$ cat src/rtl/mem_arbiter.sv
// Two-port round-robin arbiter for the shared instruction/data memory (CPU vs. DMA/loader).
// Define ARB_STATS_EN to build the saturating contention counter behind stall_cnt.
module mem_arbiter #(
  parameter int unsigned AW       = 32,
  parameter int unsigned DW       = 32,
  parameter int unsigned MAX_HOLD = 8
) (
  input  logic          clk,
  input  logic          reset,
  input  logic          c_req,
  input  logic          c_we,
  input  logic [AW-1:0] c_adr,
  input  logic [DW-1:0] c_wdata,
  output logic          c_gnt,
  input  logic          d_req,
  input  logic          d_we,
  input  logic [AW-1:0] d_adr,
  input  logic [DW-1:0] d_wdata,
  output logic          d_gnt,
  output logic [AW-1:0] mem_adr,
  output logic [DW-1:0] mem_wdata,
  output logic          mem_we,
  input  logic [DW-1:0] mem_rdata,
  output logic [DW-1:0] rdata,
  output logic [15:0]   stall_cnt
);

  localparam int unsigned HoldW = $clog2(MAX_HOLD) + 1;
  localparam logic [HoldW-1:0] HoldMax = HoldW'(MAX_HOLD - 1);

  if (MAX_HOLD < 1) begin : g_bad_hold
    $error("mem_arbiter: MAX_HOLD must be at least 1");
  end

  typedef enum logic [1:0] {
    StIdle,
    StCpu,
    StDma
  } state_e;

  state_e           state_q, state_d;
  logic             last_dma_q;  // 1: DMA was the last owner, so CPU wins the next tie
  logic [HoldW-1:0] hold_q;

  always_comb begin
    state_d = state_q;
    unique case (state_q)
      StIdle: begin
        if (c_req && d_req) begin
          state_d = last_dma_q ? StCpu : StDma;
        end else if (c_req) begin
          state_d = StCpu;
        end else if (d_req) begin
          state_d = StDma;
        end
      end
      StCpu: begin
        if (!c_req) begin
          state_d = d_req ? StDma : StIdle;
        end else if (d_req && (hold_q == HoldMax)) begin
          state_d = StDma;
        end
      end
      StDma: begin
        if (!d_req) begin
          state_d = c_req ? StCpu : StIdle;
        end else if (c_req && (hold_q == HoldMax)) begin
          state_d = StCpu;
        end
      end
      default: state_d = StIdle;
    endcase
  end

  // Grants are registered copies of the next state so they change only on the edge.
  always_ff @(posedge clk) begin
    if (reset) begin
      state_q    <= StIdle;
      c_gnt      <= 1'b0;
      d_gnt      <= 1'b0;
      last_dma_q <= 1'b1;
      hold_q     <= '0;
    end else begin
      state_q <= state_d;
      c_gnt   <= (state_d == StCpu);
      d_gnt   <= (state_d == StDma);
      if ((state_q != StIdle) && (state_d != state_q)) begin
        last_dma_q <= (state_q == StDma);
      end
      if ((state_d == StIdle) || (state_d != state_q)) begin
        hold_q <= '0;
      end else if (hold_q != HoldMax) begin
        hold_q <= hold_q + HoldW'(1);
      end
    end
  end

  logic cpu_xfer, dma_xfer;
  assign cpu_xfer = c_gnt & c_req;
  assign dma_xfer = d_gnt & d_req;

  // Memory side is combinational from the registered grant and the live port inputs.
  always_comb begin
    mem_adr   = '0;
    mem_wdata = '0;
    mem_we    = 1'b0;
    if (cpu_xfer) begin
      mem_adr   = c_adr;
      mem_wdata = c_wdata;
      mem_we    = c_we;
    end else if (dma_xfer) begin
      mem_adr   = d_adr;
      mem_wdata = d_wdata;
      mem_we    = d_we;
    end
  end

  assign rdata = mem_rdata;

`ifdef ARB_STATS_EN
  logic [15:0] stall_q;
  logic        contended;

  assign contended = (c_gnt & d_req & ~d_gnt) | (d_gnt & c_req & ~c_gnt);

  always_ff @(posedge clk) begin
    if (reset) begin
      stall_q <= '0;
    end else if (contended && (stall_q != 16'hFFFF)) begin
      stall_q <= stall_q + 16'd1;
    end
  end

  assign stall_cnt = stall_q;
`else
  assign stall_cnt = 16'h0000;
`endif

endmodule

$ cat config.mk
export PLATFORM = sky130hd
export DESIGN_NAME = mem_arbiter
export DESIGN_NICKNAME = d
export VERILOG_FILES = /design/src/rtl/mem_arbiter.sv
export SDC_FILE = /design/constraint.sdc
export NUM_CORES = 1
export LEC_CHECK = 0
export ABC_AREA = 1
export CAP_MARGIN = 15
export CELL_PAD_IN_SITES_DETAIL_PLACEMENT = 1
export CELL_PAD_IN_SITES_GLOBAL_PLACEMENT = 1
export CORE_ASPECT_RATIO = 0.5
export CORE_UTILIZATION = 12
export CTS_CLUSTER_SIZE = 40
export DETAILED_ROUTE_END_ITERATION = 7
export PLACE_DENSITY_LB_ADDON = 0.1
export SYNTH_ARGS = -nofsm -noshare
export SYNTH_HDL_FRONTEND = slang
export SYNTH_SLANG_ARGS = --single-unit
$ cat constraint.sdc
create_clock -name clk -period 2 [get_ports clk]
set_clock_uncertainty 0.2 [all_clocks]
set_input_delay 0.4 -clock clk [delete_from_list [all_inputs] [get_ports clk]]
set_output_delay 0.4 -clock clk [all_outputs]
set_load 0.01 [all_outputs]
==> impl_metrics.json, run 1 <==
{
  "dr_wl_met2_um": 5708,
  "cp.depth": 6,
  "reg2reg_depth": 9,
  "die_width_um": 176.8,
  "path_delay_family": "buffers and inverters",
  "final_common_cell": "clkdlybuf4s50_1",
  "end_kind": "output pin",
  "vias_per_cell": 3.696,
  "grt.total_usage_pct": 11.85,
  "dr.first_iter.drc_count": 36,
  "start_util_pct": 12.48,
  "layout_common_cells": "clkdlybuf4s50_1 (132), inv_1 (77), nand3_1 (74)",
  "io_pins": 281,
  "grt_antenna_before_repair": 0,
  "drtAntennaViolNets": 0,
  "multi_input_area_um2": 999.7,
  "worstPathMaxFanout": 18,
  "setup-violations-final": 0,
  "finalHoldViolCount": 0,
  "timing.final.crit_period_ns": 1.958,
  "crit_buf_inv": 3,
  "rr_endpoint": "hold_q[2]",
  "m1WireLength_um": 3948,
  "cts-root-buf": "clkbuf_16",
  "yosysSeqAreaShare_pct": 9.823,
  "detail_route.wl_per_cell_um": 14.45,
  "post-route-period-util_pct": 97.92,
  "cts_buffer_depth": 2,
  "syn_to_final_growth_pct": 106.7,
  "dieArea_mm2": 0.01581,
  "irDropWorstVdd_uv": 358.2,
  "holdCritPathClass": "reg -> reg",
  "cts.sinks": 9,
  "wl_met3_um": 444,
  "row_count": 31,
  "drive_gt1_share_pct": 22.16,
  "rsz0062_at_grt": "yes",
  "regToRegSetupSlack_ns": 0.39,
  "clkTransAtPathRegs_ns": 0.04,
  "fillers": 1862,
  "place_congestion": 0.7168,
  "stdcell_area_mm2": 0.003791,
  "grt_pass1_vias": 2550,
  "seqCellArea_um2": 181.4,
  "slew_violations": 0,
  "path_cells": "nand2_2 -> nand3_4 -> buf_4 -> buf_8 -> o21ai_1 -> buf_2",
  "syn_area_mm2": 0.001834,
  "postRouteWirelength_um": 10230,
  "die_h_um": 89.43,
  "grt_overflow": 0,
  "outcome": "finished, final reports clean",
  "numCtsBuffers": 3,
  "first_pass_iters": 4,
  "post_dp_cell_area_mm2": 0.003900,
  "dp_hpwl_um": 8243,
  "core_mm2": 0.01470,
  "fin_util_pct": 25.79,
  "dr_total_vias": 2617,
  "grt_pass1_wl_um": 14480,
  "power.density_mw_per_mm2": 374.2,
  "p_leak_nw": 1.914,
  "synth_area_per_cell_um2": 5.443,
  "fmax_ghz": 0.5106,
  "crit_required_ns": 1.40,
  "critical_path_class": "reg -> out",
  "timing.rr.start": "hold_q[0]",
  "grt_max_degree": 24,
  "clkLatencyLatePin_ns": 0.23,
  "synthCells": 337,
  "cts_max_level": 1,
  "crit_path_max_incr_delay_ns": 0.33,
  "diodes": 0,
  "topRoutingLayerUsed": "met4",
  "cp-endpoint": "mem_wdata[29]",
  "drv_cap": 0,
  "synth_warnings": 0,
  "port_buffers": 200,
  "cts_tree": "done",
  "ys_seq_elements": 9,
  "holdBufCountCts": 0,
  "crit_arrival_ns": 1.36,
  "drc": 0,
  "nNetsFinal": 678,
  "ys_types": 22,
  "critPathLaunchType": "register",
  "critPathLaunch": "c_gnt",
  "cp_slowest_cell": "dfxtp_2"
}
## layer usage
metal	vias to the layer above	global-route usage, %
met2	69	24.35
li1	1348	-
met3	16	1.361
met5	-	0
met1	1184	13.18
met4	0	2.665
## final cells by class
class,count,share of cell area (%)
tap,198,6.535
clock buffer,4,2.079
inverter,79,7.822
multi-input combinational,194,26.37
sequential,9,4.785
timing repair buffer,224,52.41
## power breakdown
part           leakage [nW]  internal, W  switching [W]
combinational          1.80     0.000469       0.000383
clock                0.0382     0.000266      0.0000858
sequential           0.0740     0.000199      0.0000159
total                  1.91     0.000934       0.000485
## timing repair
item / 4_1_cts / 5_1_grt
resized for setup: 308 / 49
buffers inserted: 3 / 0
endpoints found under the setup margin: 66 / 49
gates cloned: 2 / 0
pin swaps: 1 / 1
## state kept, by name (all words and copies together), names as in the netlist
name / cells
last_dma_q: 1
c_gnt: 1
d_gnt: 1
hold_q: 4
state_q: 2
## how the worst min path moves through the flow
| stage | cells past startpoint | end | slack [ns] | start |
|---|---|---|---|---|
| 2_1_floorplan | 2 | last_dma_q | 0.23 | last_dma_q |
| 3_3_place_gp | 2 | last_dma_q | 0.26 | last_dma_q |
| 3_5_place_dp | 2 | last_dma_q | 0.25 | last_dma_q |
| 4_1_cts | 2 | last_dma_q | 0.26 | last_dma_q |
| 5_1_grt | 2 | last_dma_q | 0.30 | last_dma_q |
| 6_report | 2 | last_dma_q | 0.25 | last_dma_q |
## cell families after synthesis
kind of cell / count (synthesis) / share of synthesized area (%)
adder cells (fa/ha/maj): 1 / 0.6820
flip-flops: 9 / 9.822
AO/OA/AOI/OAI: 68 / 18.76
other: 1 / 0.2044
AND/OR/NAND/NOR: 106 / 27.76
buffers and inverters: 149 / 41.20
XOR/XNOR: 2 / 0.9552
multiplexers: 1 / 0.6139
## stage by stage
stage / std cells / hold WS (ns) / power [W] / setup slack, ns / TNS (ns)
2_1_floorplan: 352 / 0.2252 / 0.0006070 / 0.1386 / 0
3_3_place_gp: 699 / 0.2580 / 0.001119 / -0.6649 / -40.52
3_5_place_dp: 699 / 0.2485 / 0.001116 / -0.6543 / -39.79
4_1_cts: 708 / 0.2576 / 0.001433 / -0.05141 / -0.06434
5_1_grt: 708 / 0.2971 / 0.001529 / -0.004527 / -0.01305
6_report: 708 / 0.2506 / 0.001419 / 0.04157 / 0
## cell usage after synthesis
library cell	count	share of area (%)
inv_1	77	16
nand3_1	75	20
o21ai_0	61	17
buf_4	50	20
clkbuf_1	18	3.7
nand2_1	16	3.3
dfxtp_1	9	9.8
nor2_1	7	1.4
o21ai_1	5	1.4
inv_2	2	0.41
nand2_2	2	0.68
nand4_1	2	0.68
nor2_2	2	0.68
nor3_1	2	0.55
xor2_1	2	0.96
a21oi_1	1	0.27
buf_2	1	0.27
buf_6	1	0.61
conb_1	1	0.20
ha_1	1	0.68
mux2_2	1	0.61
o21ai_2	1	0.48
## worst register-to-register path, cell delays in order, from the launching register on
cell     delay (ns)
dfxtp_1        0.32
ha_1           0.25
nand4_1        0.14
nand2_1        0.06
nand2_1        0.07
nand2_1        0.06
o21ai_2        0.16
nand2_1        0.08
nand2_2        0.11
nor2_1         0.04
(Power assumes the default switching activity.)
==> inputs of run 2 (changes only) <==
--- a/config.mk
+++ b/config.mk
@@ -9,7 +9,7 @@
 export CAP_MARGIN = 15
 export CELL_PAD_IN_SITES_DETAIL_PLACEMENT = 1
 export CELL_PAD_IN_SITES_GLOBAL_PLACEMENT = 1
-export CORE_ASPECT_RATIO = 0.5
+export CORE_ASPECT_RATIO = 1.4
 export CORE_UTILIZATION = 12
 export CTS_CLUSTER_SIZE = 40
 export DETAILED_ROUTE_END_ITERATION = 7
==> run 2 against run 1 <==
Design area down 0.30%. Clock power about the same. Critical path type unchanged. Worst hold slack about the same. Sequential share of layout area about the same. Power down 1.5%. Via count up 4.1%. Final cell count down 0.71%.
==> impl_metrics.json, run 2 (synthesis results as in run 1) <==
{
  "first_pass_iters": 4,
  "place_congestion": 0.7614,
  "crit_arrival_ns": 1.34,
  "io_pins": 281,
  "drc": 0,
  "row_count": 53,
  "diodes": 0,
  "power.density_mw_per_mm2": 369.8,
  "largest_reg_flops": 4,
  "die_width_um": 106.5,
  "cts-root-buf": "clkbuf_16",
  "nNetsFinal": 679,
  "cts_max_level": 1,
  "grt_antenna_before_repair": 0,
  "holdBufCountCts": 0,
  "grt.total_usage_pct": 11.98,
  "fmax_ghz": 0.5150,
  "regToRegSetupSlack_ns": 0.32,
  "irDropWorstVdd_uv": 243.0,
  "detail_route.wl_per_cell_um": 14.40,
  "final_common_cell": "clkdlybuf4s50_1",
  "cp-endpoint": "mem_wdata[28]",
  "fillers": 1900,
  "dr_total_vias": 2724,
  "crit_required_ns": 1.40,
  "syn_to_final_growth_pct": 106.1,
  "cts_tree": "done",
  "grt_max_degree": 34,
  "timing.rr.start": "hold_q[0]",
  "power_w": 0.001398,
  "dieArea_mm2": 0.01579,
  "grt_pass1_vias": 2784,
  "vias_per_cell": 3.875,
  "drv_cap": 0,
  "grt_overflow": 0,
  "reg_top3": "hold_q (4), state_q (2)",
  "numCtsBuffers": 3,
  "port_buffers": 200,
  "grt_pass1_wl_um": 15100,
  "end_kind": "output pin",
  "postRouteWirelength_um": 10120,
  "critical_path_class": "reg -> out",
  "reg2reg_depth": 10,
  "worstPathMaxFanout": 22,
  "critPathLaunchType": "register",
  "rr_endpoint": "hold_q[2]",
  "rsz0062_at_grt": "yes",
  "setup-violations-final": 0,
  "critPathLaunch": "c_gnt",
  "dr.first_iter.drc_count": 81,
  "fin_util_pct": 25.22,
  "holdCritPathClass": "reg -> reg",
  "layout_common_cells": "clkdlybuf4s50_1 (132), inv_1 (77), nand3_1 (74)",
  "cts.sinks": 9,
  "finalHoldViolCount": 0,
  "p_leak_nw": 1.879,
  "start_util_pct": 12.24,
  "post-route-period-util_pct": 97.09,
  "drtAntennaViolNets": 0,
  "die_h_um": 148.3,
  "top_register": "hold_q",
  "clkLatencyLatePin_ns": 0.23,
  "cts_buffer_depth": 2,
  "core_mm2": 0.01499,
  "slew_violations": 0,
  "clkTransAtPathRegs_ns": 0.04,
  "outcome": "finished, final reports clean",
  "cts_setup_buffers": 0,
  "timing.final.crit_period_ns": 1.942,
  "drive_gt1_share_pct": 21.92,
  "dp_hpwl_um": 8162
}
run 2: cell types whose count changed in the layout (fill, tap and decap cells not counted), moves of 3 or more:
cell and delta:
buf_2 -18, clkdlybuf4s15_2 +4, clkbuf_2 +14, o21ai_2 -3, o21ai_1 -25, o21ai_0 +27
buf_4 +4
run 2: timing repair:
action                     CTS  global route
pin swaps                    1             1
gates cloned                 1             0
resized for setup          246            60
setup endpoints to repair   66            43
run 2: critical path: stages, from the launching register on:
cell	delay [ns]
dfxtp_2	0.34
nand2_2	0.08
nand3_4	0.13
buf_12	0.20
o21ai_1	0.12
clkdlybuf4s15_2	0.23
run 2: area by class of cell:
| cell class | instances | area, um2 | share of cell area, % |
|---|---|---|---|
| Clock buffer | 4 | 78.83 | 2.085 |
| Inverter | 79 | 296.5 | 7.845 |
| Multi-Input combinational cell | 194 | 999.7 | 26.45 |
| Sequential cell | 9 | 181.4 | 4.800 |
| Tap cell | 192 | 240.2 | 6.355 |
| Timing Repair Buffer | 225 | 1983 | 52.47 |
run 2: stage by stage:
stage / instance area, um2 / TNS (ns) / worst slack [ns] / hold slack [ns] / cells
after global placement: 3918 / -37.21 / -0.7543 / 0.2441 / 698
after CTS: 3918 / -0.7399 / -0.05699 / 0.2557 / 703
after global routing: 3780 / -0.01958 / -0.01497 / 0.2735 / 703
final: 3780 / 0 / 0.05812 / 0.2506 / 703
after detailed placement: 3918 / -37.79 / -0.7720 / 0.2461 / 698
after floorplan: 1891 / 0 / 0.1386 / 0.2252 / 352
run 2: how the worst min path moves through the flow:
stage / startpoint / end / cells past startpoint
floorplan: last_dma_q / last_dma_q / 2
global placement: last_dma_q / last_dma_q / 2
detailed placement: last_dma_q / last_dma_q / 2
CTS: last_dma_q / last_dma_q / 2
global route: last_dma_q / last_dma_q / 2
finish: last_dma_q / last_dma_q / 2
run 2: layer usage:
metal / global-route usage, % / part of all wire [%] / wire, um / vias up
met3: 3.593 / 11 / 1081 / 26
met2: 21.88 / 49 / 4992 / 129
met4: 3.356 / 2.4 / 245 / 0
met1: 13.29 / 38 / 3803 / 1220
met5: 0 / 0 / 0 / -
li1: - / - / - / 1349
run 2: where the power goes:
group	total (W)	switching [W]	internal (W)
clock network	0.000351	0.0000843	0.000266
registers	0.000217	0.0000182	0.000199
logic	0.000830	0.000376	0.000454
total	0.00140	0.000478	0.000920
==> patch (settings of run 1) <==
Build with the macro `ARB_STATS_EN` defined.
--- a/src/rtl/mem_arbiter.sv
+++ b/src/rtl/mem_arbiter.sv
@@ -1,5 +1,7 @@
 // Two-port round-robin arbiter for the shared instruction/data memory (CPU vs. DMA/loader).
 // Define ARB_STATS_EN to build the saturating contention counter behind stall_cnt.
+`define ARB_STATS_EN
+
 module mem_arbiter #(
   parameter int unsigned AW       = 32,
   parameter int unsigned DW       = 32,
Behaviour: not the same (Yosys sat finds a counterexample within 4 cycles, from zero or initial values and one cycle with reset high).
==> patch against run 1 <==
The run now ends with negative setup slack left; via count rose by 37%; total power rose by 48%; sequential power rose to 2.6 times the old value; largest cell class unchanged; final area rose by 33%; worst setup slack got worse by 0.045 ns; core utilization fell by 2.7 points; first-iteration DRC count rose to 2.9 times the old value; sequential cell count rose by 16; routed wire length rose by 34%; area after synthesis rose by 47%; synthesized cell count rose by 38%; critical endpoint is now mem_we; worst hold slack improved by 0.012 ns; combinational power rose by 23%.
==> patch: results (changes against run 1) <==
clock_latency_ns: 0.27  # was 0.23 ns
hpwlAfterDp_um: 11000  # was 8240 um
cp_slowest_cell: "dfxtp_4"  # was dfxtp_2
wl_met3_um: 663  # was 444 um
use_met2: 0.215  # was 0.243
worstReg2RegStart: "stall_cnt[1]"  # was hold_q[0]
endpoint: "mem_we"  # was mem_wdata[29]
drt_wl_total_um: 13700  # was 10200 um
largest_reg_flops: 16  # was 4
cts_setup_buffers: 0  # was 3
wl_per_cell_um: 14.3  # was 14.4 um
r2r_end: "stall_cnt[11]"  # was hold_q[2]
setup-violations-final: 1  # was 0
met3_usage: 0.0216  # was 0.0136
worstPathMaxFanout: 35  # was 18
grt_pass1_wl_um: 20300  # was 14500 um
drive_above_1_share: 0.200  # was 0.222
p_leak_nw: 2.26  # was 1.91 nW
gp_congestion: 0.709  # was 0.717
synthAdderAreaFrac: 0.00930  # was 0.00682
synth_mux_area_frac: 0.00372  # was 0.00614
violations: "negative setup slack"
fillers: 2694  # was 1862
syn_area_per_cell_sq_um: 5.77  # was 5.44 sq um
max-vdd-ir-drop_uv: 239  # was 358 uV
vias: 3582  # was 2617
grt_pass1_vias: 3736  # was 2550
grt_usage: 0.113  # was 0.118
portBuffers: 216  # was 200
synthArstFlopShare: 0  # unchanged
whs_ns: 0.263  # was 0.251 ns
ys_top_cells_by_area: "dfxtp_1, nand3_1, o21ai_0"  # was buf_4, nand3_1, o21ai_0
seq_area_frac_synth: 0.186  # was 0.0982
reg2reg_slack_ns: 0.15  # was 0.39 ns
yosys.cell_types.count: 30  # was 22
outcome: "finished, violations left"  # was finished, final reports clean
first_iter_violations: 105  # was 36
met2_length_um: 7120  # was 5710 um
timing.final.ws_setup_ns: -0.00393  # was 0.0416 ns
slowest_delay_ns: 0.37  # was 0.33 ns
use_met1: 0.133  # was 0.132
dp_cells: 954  # was 699
drtPass1Iterations: 3  # was 4
synth_compound_area_frac: 0.184  # was 0.188
grt_max_degree: 42  # was 24
wl_met1_um: 5840  # was 3950 um
synthXorXnorAreaFrac: 0.0326  # was 0.00955
setup_tns_ns: -0.00393  # was 0 ns
fin_nets: 829  # was 678
[patch: power breakdown]
part / total, W / internal, W / switching (W)
combinational: 0.00105 / 0.000554 / 0.000500
sequential: 0.000557 / 0.000527 / 0.0000300
clock: 0.000483 / 0.000271 / 0.000212
total: 0.00209 / 0.00135 / 0.000743
[patch: stage by stage]
| step | worst slack (ns) | area [sq um] |
|---|---|---|
| floorplan | 0.0548 | 2690 |
| global placement | -0.691 | 5150 |
| detailed placement | -0.741 | 5150 |
| CTS | -0.0416 | 5020 |
| global route | -0.0766 | 5040 |
| finish | -0.00393 | 5040 |
[patch: layout make-up]
class,count,area share
inverter,92,0.0685
sequential,25,0.100
multi-input combinational,290,0.302
clock inverter,1,0.000993
clock buffer,3,0.0149
tap,300,0.0745
timing repair buffer,249,0.439
[patch: tightest hold or removal path: stages (launching register included)]
cell	delay (ns)
dfxtp_1	0.32
nand2_1	0.06
nand2_1	0.04
[patch: timing repair]
item,in CTS,in global routing
gates resized for setup,317,44
cloned,0,2
endpoints found under the setup margin,66,35
